### src/rtl/pixel_xor_stage.sv
`default_nettype none
// ============================================================================
// Module      : pixel_xor_stage
// Description : Streaming RGB pixel stage that XORs each pixel with the
//               current keystream bytes (or passes it through in bypass),
//               tracks frame position, and buffers results in a 2-entry
//               output FIFO.
// Ports       : clk, rst            - clock, async active-high reset
//               en                  - encrypt enable, sampled at frame start
//               ks_r/ks_g/ks_b      - current keystream bytes
//               ks_adv              - step the keystream generator
//               in_valid/in_ready   - input handshake
//               in_sof, in_r/g/b    - input pixel, first-of-frame marker
//               out_valid/out_ready - output handshake
//               out_sof/out_eol     - output frame-start / end-of-line marks
//               out_r/g/b           - output pixel
//               err_clr, frame_err  - sticky early-frame-start flag + clear
// Revision    : 1.0 - initial release
// ============================================================================
module pixel_xor_stage #(
  parameter int H_ACTIVE = 640,
  parameter int V_ACTIVE = 480
) (
  input  logic       clk,
  input  logic       rst,
  input  logic       en,
  input  logic [7:0] ks_r,
  input  logic [7:0] ks_g,
  input  logic [7:0] ks_b,
  output logic       ks_adv,
  input  logic       in_valid,
  output logic       in_ready,
  input  logic       in_sof,
  input  logic [7:0] in_r,
  input  logic [7:0] in_g,
  input  logic [7:0] in_b,
  output logic       out_valid,
  input  logic       out_ready,
  output logic       out_sof,
  output logic       out_eol,
  output logic [7:0] out_r,
  output logic [7:0] out_g,
  output logic [7:0] out_b,
  input  logic       err_clr,
  output logic       frame_err
);

  // A 1-pixel dimension still needs a 1-bit counter to be legal.
  localparam int XW = (H_ACTIVE > 1) ? $clog2(H_ACTIVE) : 1;
  localparam int YW = (V_ACTIVE > 1) ? $clog2(V_ACTIVE) : 1;
  localparam logic [XW-1:0] X_LAST = XW'(H_ACTIVE - 1);
  localparam logic [YW-1:0] Y_LAST = YW'(V_ACTIVE - 1);
  localparam int EW = 26;  // {sof, eol, r, g, b}

  localparam logic [0:0] ST_IDLE   = 1'b0;
  localparam logic [0:0] ST_ACTIVE = 1'b1;

  logic [0:0]    state, state_nxt;
  logic [XW-1:0] x, x_nxt, pos_x;
  logic [YW-1:0] y, y_nxt, pos_y;
  logic          enc_lat, enc_lat_nxt;

  logic          accept, push, pop, start, at_last, early_sof;
  logic          line_end, enc_now;
  logic [EW-1:0] push_data;

  logic [EW-1:0] mem [2];
  logic          wr_ptr, rd_ptr;
  logic [1:0]    count;

  assign accept  = in_valid & in_ready;
  assign at_last = (x == X_LAST) && (y == Y_LAST);

  // An sof on the last pixel of a frame just closes that frame; any other
  // accepted sof (re)starts at pixel (0,0).
  assign start     = accept & in_sof & ((state == ST_IDLE) | ~at_last);
  assign early_sof = start & (state == ST_ACTIVE);
  assign push      = accept & ((state == ST_ACTIVE) | in_sof);
  assign pop       = out_valid & out_ready;

  // Position of the pixel being accepted this cycle.
  assign pos_x    = start ? '0 : x;
  assign pos_y    = start ? '0 : y;
  assign line_end = (pos_x == X_LAST);

  // The sof pixel uses en directly since enc_lat only updates at the edge.
  assign enc_now = start ? en : enc_lat;

  // --------------------------------------------------------------------------
  // State register
  // --------------------------------------------------------------------------
  always_ff @(posedge clk or posedge rst) begin
    if (rst) begin
      state   <= ST_IDLE;
      x       <= '0;
      y       <= '0;
      enc_lat <= 1'b0;
    end else begin
      state   <= state_nxt;
      x       <= x_nxt;
      y       <= y_nxt;
      enc_lat <= enc_lat_nxt;
    end
  end

  // --------------------------------------------------------------------------
  // Next-state logic
  // --------------------------------------------------------------------------
  always_comb begin
    state_nxt   = state;
    x_nxt       = x;
    y_nxt       = y;
    enc_lat_nxt = enc_lat;
    if (push) begin
      if (start) begin
        enc_lat_nxt = en;
      end
      if (line_end) begin
        x_nxt = '0;
        if (pos_y == Y_LAST) begin
          y_nxt     = '0;
          state_nxt = ST_IDLE;
        end else begin
          y_nxt     = pos_y + YW'(1);
          state_nxt = ST_ACTIVE;
        end
      end else begin
        x_nxt     = pos_x + XW'(1);
        y_nxt     = pos_y;
        state_nxt = ST_ACTIVE;
      end
    end
  end

  // --------------------------------------------------------------------------
  // Output logic
  // --------------------------------------------------------------------------
  always_comb begin
    // Held low during reset; a full buffer can still take a pixel when the
    // head is leaving in the same cycle.
    in_ready  = ~rst & ((count != 2'd2) | out_ready);
    ks_adv    = push & enc_now;
    push_data = {start, line_end,
                 in_r ^ (enc_now ? ks_r : 8'h00),
                 in_g ^ (enc_now ? ks_g : 8'h00),
                 in_b ^ (enc_now ? ks_b : 8'h00)};
  end

  // --------------------------------------------------------------------------
  // Sticky overrun flag; a new set beats a simultaneous clear.
  // --------------------------------------------------------------------------
  always_ff @(posedge clk or posedge rst) begin
    if (rst) begin
      frame_err <= 1'b0;
    end else if (early_sof) begin
      frame_err <= 1'b1;
    end else if (err_clr) begin
      frame_err <= 1'b0;
    end
  end

  // --------------------------------------------------------------------------
  // 2-entry output FIFO. Storage is cleared on reset so the outputs read 0.
  // --------------------------------------------------------------------------
  always_ff @(posedge clk or posedge rst) begin
    if (rst) begin
      mem[0] <= '0;
      mem[1] <= '0;
      wr_ptr <= 1'b0;
      rd_ptr <= 1'b0;
      count  <= 2'd0;
    end else begin
      if (push) begin
        mem[wr_ptr] <= push_data;
        wr_ptr      <= ~wr_ptr;
      end
      if (pop) begin
        rd_ptr <= ~rd_ptr;
      end
      case ({push, pop})
        2'b10:   count <= count + 2'd1;
        2'b01:   count <= count - 2'd1;
        default: count <= count;
      endcase
    end
  end

  assign out_valid = (count != 2'd0);
  assign {out_sof, out_eol, out_r, out_g, out_b} = mem[rd_ptr];

endmodule
`default_nettype wire

### config.mk
export PLATFORM = sky130hd
export DESIGN_NAME = pixel_xor_stage
export DESIGN_NICKNAME = d
export VERILOG_FILES = /design/src/rtl/pixel_xor_stage.sv
export SDC_FILE = /design/constraint.sdc
export NUM_CORES = 1
export LEC_CHECK = 0
export ABC_AREA = 1
export CAP_MARGIN = 20
export CELL_PAD_IN_SITES_DETAIL_PLACEMENT = 1
export CELL_PAD_IN_SITES_GLOBAL_PLACEMENT = 1
export CORE_UTILIZATION = 34
export CTS_CLUSTER_DIAMETER = 120
export DETAILED_ROUTE_END_ITERATION = 12
export HOLD_SLACK_MARGIN = 0.02
export PLACE_DENSITY_LB_ADDON = 0.1
export SETUP_SLACK_MARGIN = 0.4
export SLEW_MARGIN = 20
export SYNTH_ARGS = -nofsm -noshare
export SYNTH_HDL_FRONTEND = slang
export SYNTH_SLANG_ARGS = --single-unit
### constraint.sdc
create_clock -name clk -period 6.71 [get_ports clk]
set_clock_uncertainty 0.2 [all_clocks]
set_input_delay 2.013 -clock clk [delete_from_list [all_inputs] [get_ports clk]]
set_output_delay 2.013 -clock clk [all_outputs]
set_load 0.005 [all_outputs]
# Word level (Yosys, flattened, before mapping)
# Index checks and enable logic that the tools add are counted.
# word_totals
input_bits,55
output_inout_bits,30
register_bits,78
elab_cells,70
# classes
add_sub_neg,4
eq_ne,7
muxes,20
bitwise,21
n_lt_le_gt_ge,3
reduce_logical,5
# op_table
operator,count
26-bit two-way mux,4
52-bit bitwise mux,1
9-bit two-way mux,3
26-bit demux with 1-bit select,1
8-bit two-way mux,3
8-bit bitwise XOR,3
10-bit equality test (second input constant),2
10-bit two-way mux,2
9-bit equality test (second input constant),2
10-bit by 1-bit adder with 10-bit output (second input constant),1
9-bit by 1-bit adder with 9-bit output (second input constant),1
1-bit AND,8
2-bit nonzero test,3
1-bit two-way mux,5
1-bit NOT,5
2-bit greater-or-equal comparator (second input constant),2
1-bit NOT with 2-bit output,2
2-bit one-hot mux with 2 select lines,1
1-bit OR,3
2-bit by 1-bit adder with 2-bit output (second input constant),1
2-bit by 1-bit equality test with 1-bit output (second input constant),1
2-bit equality test (second input constant),1
1-bit logical AND,2
2-bit by 1-bit < comparator with 1-bit output (second input constant),1
2 further kinds,2

# Longest topological paths before layout
# Gate-level depths: netlist of run 1.
# depth
depth_word,10
mapped_depth,20
mapped_depth_nobuf,18

# Least setup slack after synthesis of run 1
# No wires, ideal clock.
# synth_path
path_kind,input port to output port
startpoint,input rst
endpoint,output ks_adv
required_ns,4.497
setup_slack_ns,-0.350
path_buffers,2
stages,7
arrival_time_ns,4.847
path_cell_list,inv_1 nand3_2 a21oi_2 inv_2 buf_2 clkbuf_1 nor2_1
# synth_between
elab_chain_len,7
word_cells_on_any_way,8
classes_between,mux: 1; bitwise: 7
# synth_rtl
item,line,text
from (decl),25,"input logic rst,"
1-bit NOT (*),141,in_ready = ~rst & ((count != 2'd2) | out_ready);
1-bit AND (*),141,
1-bit AND (*),71,assign accept = in_valid & in_ready;
1-bit AND (2 in series),76,assign start = accept & in_sof & ((state == ST_IDLE) | ~at_last);
1-bit two-way mux,--,
1-bit AND (*),142,ks_adv = push & enc_now;
to (decl),30,"output logic ks_adv,"
# Every way passes the cells marked *; elsewhere a longest branch is shown, timed or not.

# Worst setup path after layout of run 1
# layout_path
startpoint,input out_ready
endpoint,output ks_adv
# layout_between
elab_chain_len,7
word_cells_on_any_way,8
classes_between,mux: 1; bitwise: 7
# layout_rtl
item,line,text
from (decl),38,"input logic out_ready,"
1-bit OR (*),141,
1-bit AND (*),141,
1-bit AND (*),71,
1-bit AND (2 in series),76,
1-bit two-way mux,--,
1-bit AND (*),142,
# Marked as above.

==> qor.yml, run 1 <==
floorplanning:
  num_rows: 41
  die_h_um: 116
  initial_core_util_pct: 35.0
  pin_count: 85
  die_area_sq_um: 13500
  die_x_um: 116
  core-area_sq_um: 12600
pwr:
  ir_worst_vdd_mv: 0.183
  seq_power_share_pct: 35.7
  p_total_mw: 2.15
  switching_share_pct: 36.0
  power_switching_mw: 0.775
  p_clk_share_pct: 23.3
  leakage_nw: 2.88
  intPower_mw: 1.38
  powerDensity_nw_per_um2: 378
  p_comb_share_pct: 41.0
setup_path:
  path_class: "input port to primary output"
  worstPathArrival_ns: 3.83
  crit_fanout: 3
  worstSetupEndpointType: "primary output"
  startpoint_type: "input port"
  worstPathRequired_ns: 4.50
synthesis:
  ys_seq_area_share_pct: 44.2
  synth_top_area_share_pct: 44.2
  yosys-top-cells-count: "330 x nand2_1, 78 x dfrtp_1, 36 x inv_1"
  synthFlopType: "dfrtp_1"
  synth-edff-count: 0
  synthArstFlopShare_pct: 100
  synth_top_family_by_area: "simple AND/OR/NAND/NOR gates"
  ys_types: 34
  syn_area_sq_um: 4420
  synth_top_cell_by_area: "dfrtp_1"
  yosys_warnings: 0
  post_synth.cell_area_avg_sq_um: 7.16
  synth_fp_nets: 675
  ys_ff_latch: 78
  synth_fa_ha_area_share_pct: 0.850
  synth_xor_area_share_pct: 6.15
  synth_most_common_cell: "nand2_1"
  synthMuxAreaShare_pct: 0
  synth_area_leaders: "dfrtp_1 44%, nand2_1 28%, xnor2_1 5.0%"
  syn_inst: 617
  synth_compound_area_share_pct: 3.46
  synthSimpleGateAreaFrac_pct: 38.4
placement:
  dp.cells: 857
  dpl_worst_slack_ns: 0.647
  dp_hpwl_um: 8650
  gp_congestion: 0.780
  io_buffer_count: 84
clock_network:
  cts.sink_count: 78
  cts-htree-levels: 3
  cts_setup_buffers: 0
  insertion_delay_ns: 0.34
  cts_tree: "yes"
  cts-root-buf: "clkbuf_16"
  cts_hold_buf: 0
  path_clk_slew_ns: 0.06
  cts-buffers-inserted: 9
  cts_max_path_buffers: 2
  postCtsResizedCells: 0
sta:
  rsz0062_at_grt: "false"
  setup_violations: 0
  worstMarginPinSlew_ns: 0.986
  fin_crit_ns: 6.05
  fin_ws_ns: 0.664
  slew_viol_final: 0
  timing.hold.ws_ns: 0.278
  relSlewSlack_pct: 33.9
  fmax_mhz: 165
  final.setup.tns_ns: 0
  timing.final.crit_share_pct: 90.1
  hold_viol: 0
drt:
  drc_errors: 0
  vias_per_cell: 4.74
  vias: 4138
  wl_per_cell_um: 14.5
  routed_wirelength_um: 12600
  drt_iter0_drc: 108
  firstDrtPassIters: 4
  postRouteAntennaNets: 0
cells_and_area:
  antenna_cells: 0
  fin_cells: 873
  drive_gt1_share_pct: 7.70
  nets: 754
  final.fill_count: 1586
  area_growth_pct: 29.1
hold_path:
  hp-class: "flip-flop to flip-flop"
grt:
  antenna_found_initial: 0
  grt.overflow.total: 0
  grt_use_total_pct: 20.0
  grt_max_degree: 79
  grt_first_pass_wirelength_um: 20600
  grt_pass1_vias: 4338
run:
  max_cap_violations: 0
status:
  status: "finished clean"
[cell type report]
class / instances / area, sq um / share of cell area [%]
inverter: 46 / 176 / 3.09
tap: 172 / 215 / 3.77
timing repair buffer: 91 / 897 / 15.7
sequential: 78 / 1950 / 34.2
clock inverter: 3 / 42.5 / 0.746
clock buffer: 13 / 260 / 4.56
multi-input combinational: 470 / 2160 / 37.9
[power by group through the flow]
stage	clock [mW]	sequential (mW)	combinational (mW)
2_1_floorplan	0	0.745	0.518
3_3_place_gp	0	0.766	0.873
3_5_place_dp	0	0.777	0.904
4_1_cts	0.515	0.771	0.909
5_1_grt	0.534	0.795	0.995
6_report	0.501	0.770	0.883
[kinds of logic (layout without fill, tap and decap cells)]
family	Yosys count	count (layout)
buf+inv	69	153
fa+ha+maj	3	3
compound gates	27	27
xor+xnor	31	31
simple gates	409	409
flops	78	78
[metrics by stage]
step	utilization (%)	area, sq um
after floorplan	-	4430
after global placement	42.8	5400
after detailed placement	42.8	5400
after CTS	45.2	5700
after global routing	45.2	5700
final	45.2	5700
[cell usage in the layout, fill, tap and decap left out, drive strengths merged]
cell type      Yosys  final
a21oi              3      3
a22oi              2      2
buf               15      7
bufinv             0      1
clkbuf             8     13
clkdlybuf4s50      0     84
clkinv             2      3
clkinvlp           0      2
dfrtp             78     78
ha                 3      3
inv               44     43
nand2            335    335
nand3             22     22
nand3b             3      3
nand4             10     10
nor2              37     37
nor3               2      2
o21a               1      1
o21ai             16     16
o22ai              5      5
xnor2             25     25
xor2               6      6
[registers in the layout, summed over array words and instances, names as in the netlist]
| register | cells |
|---|---|
| enc_lat | 1 |
| rd_ptr | 1 |
| y | 9 |
| wr_ptr | 1 |
| state | 1 |
| x | 10 |
| count | 2 |
| frame_err | 1 |
| mem | 52 |
[metal layers]
| metal | GRT usage [%] | vias to the layer above | wire, um |
|---|---|---|---|
| met1 | 22.5 | 2017 | 5430 |
| li1 | - | 2053 | - |
| met2 | 38.1 | 54 | 6660 |
| met3 | 3.77 | 14 | 368 |
| met5 | 0 | - | 0 |
| met4 | 5.81 | 0 | 166 |
[worst paths after layout]
kind | from | endpoint | slack [ns] | cells past startpoint
min in group asynchronous | rst | y[7] | 2.10 | 3
setup reg to reg | x[2] | y[7] | 3.37 | 15
setup / recovery | out_ready | ks_adv | 0.66 | 10
max in group asynchronous | rst | mem[10] | 3.72 | 3
hold reg to reg | mem[37] | mem[37] | 0.28 | 2
hold / removal | mem[37] | mem[37] | 0.28 | 2
[worst max-delay path, cell delays in order]
cell,delay [ns]
clkdlybuf4s50_1,0.47
nand3b_1,0.14
nand3_2,0.14
nor2_1,0.15
nand2_2,0.08
nand2_1,0.07
o21a_1,0.13
inv_1,0.04
nor2_1,0.09
clkdlybuf4s50_1,0.51
No activity file was read; power rests on OpenSTA's default activity.
==> run 2, diff against run 1 <==
--- a/config.mk
+++ b/config.mk
@@ -12,7 +12,7 @@
 export CORE_UTILIZATION = 34
 export CTS_CLUSTER_DIAMETER = 120
 export DETAILED_ROUTE_END_ITERATION = 12
-export HOLD_SLACK_MARGIN = 0.02
+export HOLD_SLACK_MARGIN = 0.08
 export PLACE_DENSITY_LB_ADDON = 0.1
 export SETUP_SLACK_MARGIN = 0.4
 export SLEW_MARGIN = 20
==> results of run 2 <==
No change in the layout: final DEF, timing and power equal those of run 1.
==> run 3, diff against run 2 <==
--- a/config.mk
+++ b/config.mk
@@ -14,7 +14,7 @@
 export DETAILED_ROUTE_END_ITERATION = 12
 export HOLD_SLACK_MARGIN = 0.08
 export PLACE_DENSITY_LB_ADDON = 0.1
-export SETUP_SLACK_MARGIN = 0.4
+export SETUP_SLACK_MARGIN = 0.02
 export SLEW_MARGIN = 20
 export SYNTH_ARGS = -nofsm -noshare
 export SYNTH_HDL_FRONTEND = slang
==> qor.yml, run 3 (same netlist as run 1, synthesis figures left out) <==
setup_path:
  worstSetupEndpointType: "primary output"
  startpoint_type: "input port"
  path_class: "input port to primary output"
  crit_fanout: 3
  worstPathRequired_ns: 4.50
  worstPathArrival_ns: 3.84
  rrSetupSlack_ns: 3.35
cells_and_area:
  area_growth_pct: 29.7
  top_register: "mem"
  final.fill_count: 1639
  final_common_cell: "nand2_1"
  antenna_cells: 0
  largest_reg_flops: 52
  regArea_sq_um: 1950
  final_cell_mix: "330 x nand2_1, 84 x clkdlybuf4s50_1, 78 x dfrtp_1"
  drive_gt1_share_pct: 7.56
  utilization_pct: 45.4
  reg_top3: "mem x52, x x10, y x9"
  nets: 754
  multiInputGateArea_sq_um: 2160
grt:
  antenna_found_initial: 0
  grt_pass1_vias: 4207
  grt_use_total_pct: 20.5
  grt_max_degree: 79
  grt.overflow.total: 0
  grt_first_pass_wirelength_um: 20800
hold_path:
  hp-class: "flip-flop to flip-flop"
clock_network:
  cts_setup_buffers: 0
  cts_max_path_buffers: 2
  postCtsResizedCells: 0
  cts-root-buf: "clkbuf_16"
  cts-buffers-inserted: 9
  cts_tree: "yes"
  cts_hold_buf: 0
  path_clk_slew_ns: 0.06
  cts.sink_count: 78
  insertion_delay_ns: 0.34
  cts-htree-levels: 3
floorplanning:
  initial_core_util_pct: 35.0
  pin_count: 85
  core-area_sq_um: 12600
  die_x_um: 116
  die_area_sq_um: 13500
  die_h_um: 116
  num_rows: 41
drt:
  vias_per_cell: 4.76
  firstDrtPassIters: 4
  drt_iter0_drc: 148
  vias: 4152
  drc_errors: 0
  postRouteAntennaNets: 0
  routed_wirelength_um: 12600
  wl_per_cell_um: 14.5
placement:
  io_buffer_count: 84
  gp_congestion: 0.813
  dp_hpwl_um: 8680
pwr:
  powerDensity_nw_per_um2: 384
  ir_worst_vdd_mv: 0.142
  leakage_nw: 2.89
  seq_power_share_pct: 35.0
  p_comb_share_pct: 40.1
  power_switching_mw: 0.768
  intPower_mw: 1.43
  p_clk_share_pct: 24.9
  switching_share_pct: 34.9
sta:
  setup_violations: 0
  rsz0062_at_grt: "false"
  slew_viol_final: 0
  timing.hold.ws_ns: 0.278
  worstMarginPinSlew_ns: 0.941
  relSlewSlack_pct: 36.9
  fmax_mhz: 165
  timing.final.crit_share_pct: 90.2
  final.setup.tns_ns: 0
  hold_viol: 0
  fin_crit_ns: 6.05
status:
  status: "finished clean"
run:
  max_cap_violations: 0
## run 3: changes by cell type in the layout (fill, tap and decap cells not counted), sizes merged
cell	delta
clkinvlp	-1
clkbuf	-1
bufinv	+2
## run 3: final cells by class
class	count	share of cell area (%)
multi-input cells	470	37.7
flip-flops and latches	78	34.1
repair buffers	91	15.7
clock buffers	12	4.13
well taps	172	3.76
inverters	46	3.08
clock inverters	4	1.66
## run 3: worst max-delay path, cell delays in order
cell	delay, ns
clkdlybuf4s50_1	0.47
nand3b_1	0.15
nand3_2	0.13
nor2_1	0.14
nand2_2	0.08
nand2_1	0.07
o21a_1	0.13
inv_1	0.04
nor2_1	0.10
clkdlybuf4s50_1	0.51
## run 3: per-layer routing
metal,part of all wire (%),global-route usage (%),vias to the layer above
li1,-,-,2036
met1,43,24.1,2057
met2,53,37.1,53
met3,3.2,4.97,6
met4,0.86,5.21,0
met5,0,0,-
## run 3: power groups by stage
stage / clock network, mW / registers [mW] / logic, mW
5_1_grt: 0.584 / 0.796 / 1.00
3_5_place_dp: 0 / 0.778 / 0.901
3_3_place_gp: 0 / 0.767 / 0.875
2_1_floorplan: 0 / 0.745 / 0.516
4_1_cts: 0.562 / 0.772 / 0.907
6_report: 0.548 / 0.772 / 0.882
## run 3: path summary, 6_finish.rpt
kind                                 from        to  cells after the start
min in group asynchronous             rst  count[1]                      3
worst min register to register    mem[18]   mem[18]                      2
worst max-delay path            out_ready    ks_adv                     10
worst max register to register       y[6]      y[7]                     15
worst min-delay path              mem[18]   mem[18]                      2
max in group asynchronous             rst    mem[4]                      3
## run 3: through the flow
step | cell area (sq um) | cells | setup WS (ns) | power (mW)
floorplan | 4420 | 617 | 0.305 | 1.26
global placement | 5400 | 857 | 0.655 | 1.64
finish | 5730 | 873 | 0.656 | 2.20
CTS | 5730 | 873 | 0.610 | 2.24
detailed placement | 5400 | 857 | 0.627 | 1.68
global route | 5730 | 873 | 0.537 | 2.38
